===== src/rtl/div_unit.sv =====
// div_unit: 32-bit signed restoring divider for the MIPS-style HI/LO path.
// Quotient goes to lo and remainder to hi; the remainder takes the dividend's sign.
//
// Ports:
//   clk      - rising-edge clock
//   reset    - asynchronous, active-high reset
//   start    - division request (control_unit DivStart)
//   a, b     - signed dividend (rs) and signed divisor (rt)
//   hi, lo   - signed remainder and signed quotient; they hold until the next result
//   done     - one-cycle completion pulse (control_unit div_done_in)
//   div_zero - divide-by-zero flag, qualified by done
//   busy     - high whenever the unit is not idle
module div_unit (
    input  logic        clk,
    input  logic        reset,
    input  logic        start,
    input  logic [31:0] a,
    input  logic [31:0] b,
    output logic [31:0] hi,
    output logic [31:0] lo,
    output logic        done,
    output logic        div_zero,
    output logic        busy
);

    typedef enum logic [1:0] {
        IDLE,
        RUN,
        FIX,
        DONE
    } state_t;

    state_t      state;
    logic [31:0] rem;
    logic [31:0] quo;
    logic [31:0] divisor;
    logic        sign_a;
    logic        sign_b;
    logic [5:0]  cnt;

    // Magnitudes as unsigned 32-bit values; |0x80000000| stays 0x80000000.
    logic [31:0] abs_a;
    logic [31:0] abs_b;

    assign abs_a = a[31] ? (~a + 32'd1) : a;
    assign abs_b = b[31] ? (~b + 32'd1) : b;

    // One restoring step. rem < divisor <= 2^31 always holds, so the
    // shifted remainder fits in 33 bits and the difference fits in 32.
    logic [32:0] rem_sh;
    logic        fits;
    logic [31:0] diff;
    logic [31:0] rem_nx;
    logic [31:0] quo_nx;

    assign rem_sh = {rem, quo[31]};
    assign fits   = rem_sh >= {1'b0, divisor};
    assign diff   = rem_sh[31:0] - divisor;
    assign rem_nx = fits ? diff : rem_sh[31:0];
    assign quo_nx = {quo[30:0], fits};

    always_ff @(posedge clk or posedge reset) begin
        if (reset) begin
            state    <= IDLE;
            rem      <= '0;
            quo      <= '0;
            divisor  <= '0;
            sign_a   <= 1'b0;
            sign_b   <= 1'b0;
            cnt      <= '0;
            hi       <= '0;
            lo       <= '0;
            done     <= 1'b0;
            div_zero <= 1'b0;
            busy     <= 1'b0;
        end else begin
            unique case (state)
                IDLE: begin
                    done     <= 1'b0;
                    div_zero <= 1'b0;
                    if (start) begin
                        busy <= 1'b1;
                        if (b == 32'd0) begin
                            // No iterations; hi/lo keep their old values.
                            state    <= DONE;
                            done     <= 1'b1;
                            div_zero <= 1'b1;
                        end else begin
                            state   <= RUN;
                            quo     <= abs_a;
                            divisor <= abs_b;
                            sign_a  <= a[31];
                            sign_b  <= b[31];
                            rem     <= '0;
                            cnt     <= '0;
                        end
                    end
                end
                RUN: begin
                    rem <= rem_nx;
                    quo <= quo_nx;
                    cnt <= cnt + 6'd1;
                    if (cnt == 6'd31) begin
                        state <= FIX;
                    end
                end
                FIX: begin
                    lo    <= (sign_a ^ sign_b) ? (~quo + 32'd1) : quo;
                    hi    <= sign_a ? (~rem + 32'd1) : rem;
                    state <= DONE;
                    done  <= 1'b1;
                end
                DONE: begin
                    state    <= IDLE;
                    done     <= 1'b0;
                    div_zero <= 1'b0;
                    busy     <= 1'b0;
                end
                default: begin
                    state <= IDLE;
                    busy  <= 1'b0;
                    done  <= 1'b0;
                end
            endcase
        end
    end

endmodule


===== config.mk =====
export PLATFORM = sky130hd
export DESIGN_NAME = div_unit
export DESIGN_NICKNAME = d
export VERILOG_FILES = /design/src/rtl/div_unit.sv
export SDC_FILE = /design/constraint.sdc
export NUM_CORES = 1
export LEC_CHECK = 0
export CAP_MARGIN = 20
export CORE_AREA = 2 2 188 209
export CTS_CLUSTER_SIZE = 10
export DETAILED_ROUTE_END_ITERATION = 10
export DIE_AREA = 0 0 190 211
export PLACE_DENSITY = 0.6
export SYNTH_ARGS = -nofsm -noshare
export SYNTH_HDL_FRONTEND = slang
export SYNTH_SLANG_ARGS = --single-unit

===== constraint.sdc =====
create_clock -name clk -period 5.55 [get_ports clk]
set_input_delay 1.11 -clock clk [delete_from_list [all_inputs] [get_ports clk]]
set_output_delay 1.11 -clock clk [all_outputs]
set_load 0.03 [all_outputs]

==> impl_metrics.py <==
metrics = {
    "outcome": {
        "outcome": "finished clean",
    },
    "floorplan": {
        "rows": 75,
        "die_h_um": 211,
        "start_util_pct": 29.8,
        "die_x_um": 190,
        "core_area_um2": 37800,
        "dieArea_um2": 40100,
        "io-pin-count": 134,
    },
    "global_routing": {
        "grt_max_degree": 174,
        "track_usage_pct": 15.6,
        "antenna_found_initial": 0,
        "grt_pass1_wl_um": 50100,
        "gr-total-overflow": 0,
        "grt_pass1_vias": 9380,
    },
    "critical_path": {
        "path_common_cell": "or4_1",
        "reg2reg_depth": 8,
        "cp-end-kind": "flop",
        "start_kind": "input port",
        "worstPathRequired_ps": 5850,
        "critical_path_class": "input port to flop",
        "cp_slowest_cell": "or4_1",
        "crit_chain": "clkdlybuf4s50_1, or4_1, or4_1, nor4_1, buf_4, a21oi_4, a21o_1, and2_1, nand2b_1, o21ai_0",
        "worstPathMaxFanout": 15,
        "critical-path-max-stage-delay_ps": 570,
        "cp.arrival_ps": 4580,
    },
    "logic_synthesis": {
        "synthesis.area_um2": 11300,
        "synth-seq-area-share_pct": 38.4,
        "yosysWarningCount": 0,
        "synth_cells": 1324,
        "syn_area_per_cell_um2": 8.52,
        "synth_top_cell_area_share_pct": 38.4,
        "syn-num-nets": 1434,
        "synthFlopType": "dfrtp_1",
        "async_flop_share_pct": 100,
        "synth.distinct_cells": 65,
        "synthTopCellsByArea": "dfrtp_1 (38%), xor2_1 (7.9%), a21oi_1 (6.3%)",
        "synth_top_area_cell": "dfrtp_1",
        "synth_edf_count": 0,
        "ys_ff_latch": 173,
    },
    "pwr": {
        "finalPower_uw": 7300,
        "power.density_nw_per_um2": 531,
        "p_leak_uw": 0.00597,
        "ir_worst_vdd_mv": 0.256,
    },
    "place": {
        "globalplace.congestion": 0.850,
        "dp_hpwl_um": 22900,
        "portBuffers": 133,
        "dpl_worst_slack_ps": 823,
    },
    "sta": {
        "fin_crit_ps": 4280,
        "period_share_pct": 77.1,
        "tightest_slew_ps": 1060,
        "drv_slew": 0,
        "relSlewSlack_pct": 29.4,
        "hold_viol": 0,
        "worst_slack_ps": 1270,
        "finalSetupViolCount": 0,
        "max_freq_ghz": 0.234,
        "clock_skew_ps": 12.0,
        "rsz0062_at_grt": "no",
        "setup_tns_ps": 0,
    },
    "cts": {
        "clock-root-buffer": "clkbuf_16",
        "cts.sinks": 173,
        "hold_buffers": 0,
        "cts-htree-levels": 4,
        "cts_tree": "built",
        "clock_latency_ps": 440,
        "cts_resized": 0,
        "clockBufferDepth": 2,
        "cts.clk_slew.worst_paths_ps": 70,
        "cts_buffers": 17,
        "post_cts_buffers": 0,
    },
    "detailed_routing": {
        "first_iter_violations": 686,
        "wirelength_um": 31000,
        "firstDrtPassIters": 5,
        "post_drt_wl_per_cell_um": 16.1,
        "vias": 9765,
        "routed_via_density": 5.06,
        "ant_nets": 0,
        "drc": 0,
    },
    "final_layout": {
        "nNetsFinal": 1528,
        "final_layout_size_suffix_gt1_share_pct": 4.75,
        "antenna_cells": 0,
        "area_growth_pct": 21.9,
        "final_common_cell": "dfrtp_1",
        "final_cell_mix": "dfrtp_1 (173), nor2_1 (150), a21oi_1 (140)",
        "fill_cells": 3842,
    },
    "hold_path": {
        "hold_depth": 2,
        "hold_class": "flop to flop",
    },
    "run": {
        "cap_viol_max_count": 0,
    },
}
## power by group
part / switching (uW) / leakage [uW] / internal, uW
logic: 2340 / 0.00355 / 1500
clock network: 528 / 0.000289 / 726
registers: 434 / 0.00212 / 1770
total: 3300 / 0.00597 / 4000
## kinds of logic after synthesis
group | share of synthesized area (%)
buffers and inverters | 4.15
muxes | 2.77
xor gates and xnor gates | 11.7
and+or+nand+nor | 16.8
adders and majority gates | 4.84
DFF | 38.4
AOI/OAI and AO/OA | 21.4
## sequential cells by signal, indices dropped and copies added, names as in the netlist
name      count
divisor      32
hi           32
lo           32
quo          32
rem          32
cnt           6
state         2
busy          1
div_zero      1
done          1
sign_a        1
sign_b        1
## Yosys cell counts (all sizes together) (16+ instances only)
library cell and instances:
nor3 16, a21oi 142, xor2 102, o31ai 34, nor2 150, nand2 118, inv 52, mux2i 20
xnor2 49, o21ai 122, clkbuf 64, dfrtp 173, or4 16, a21o 17, ha 42
## worst max-delay path: cells and delay by family
kind | cells | cell delay, ps
buf+inv | 2 | 690
simple gates | 5 | 2200
compound gates | 3 | 580
## routing by layer
layer	vias to the layer above	GRT usage, %	share of wire [%]
met4	0	4.38	1.7
met2	256	25.5	46
met1	4594	21.6	47
li1	4882	-	-
met3	33	2.34	5.1
met5	-	0	0
## area by class of cell
type	instances	area, um2	area share, %
multi-input combinational	1028	6530	47.5
sequential	173	4330	31.5
timing repair buffer	146	1460	10.6
tap	500	626	4.55
clock buffer	20	447	3.25
inverter	52	199	1.45
clock inverter	12	160	1.16
## metrics by stage
stage                     hold slack [ps]  cell area [um2]  util (%)  instances
after detailed placement              472            13100      34.7       1898
after global routing                  510            13800      36.4       1931
final                                 482            13800      36.4       1931
after CTS                             491            13700      36.3       1930
after floorplan                       458            11300         -       1324
after global placement                468            13100      34.7       1898
## worst paths after layout
check | startpoint | slack [ps] | endpoint
worst max-delay path | b[13] | 1270 | rem[27]
worst min-delay path | done | 480 | done
worst max register to register | quo[5] | 1890 | lo[30]
worst min register to register | done | 480 | done
max in group asynchronous | reset | 3490 | rem[16]
min in group asynchronous | reset | 1250 | hi[26]
Power figures use the tool's default switching activity.
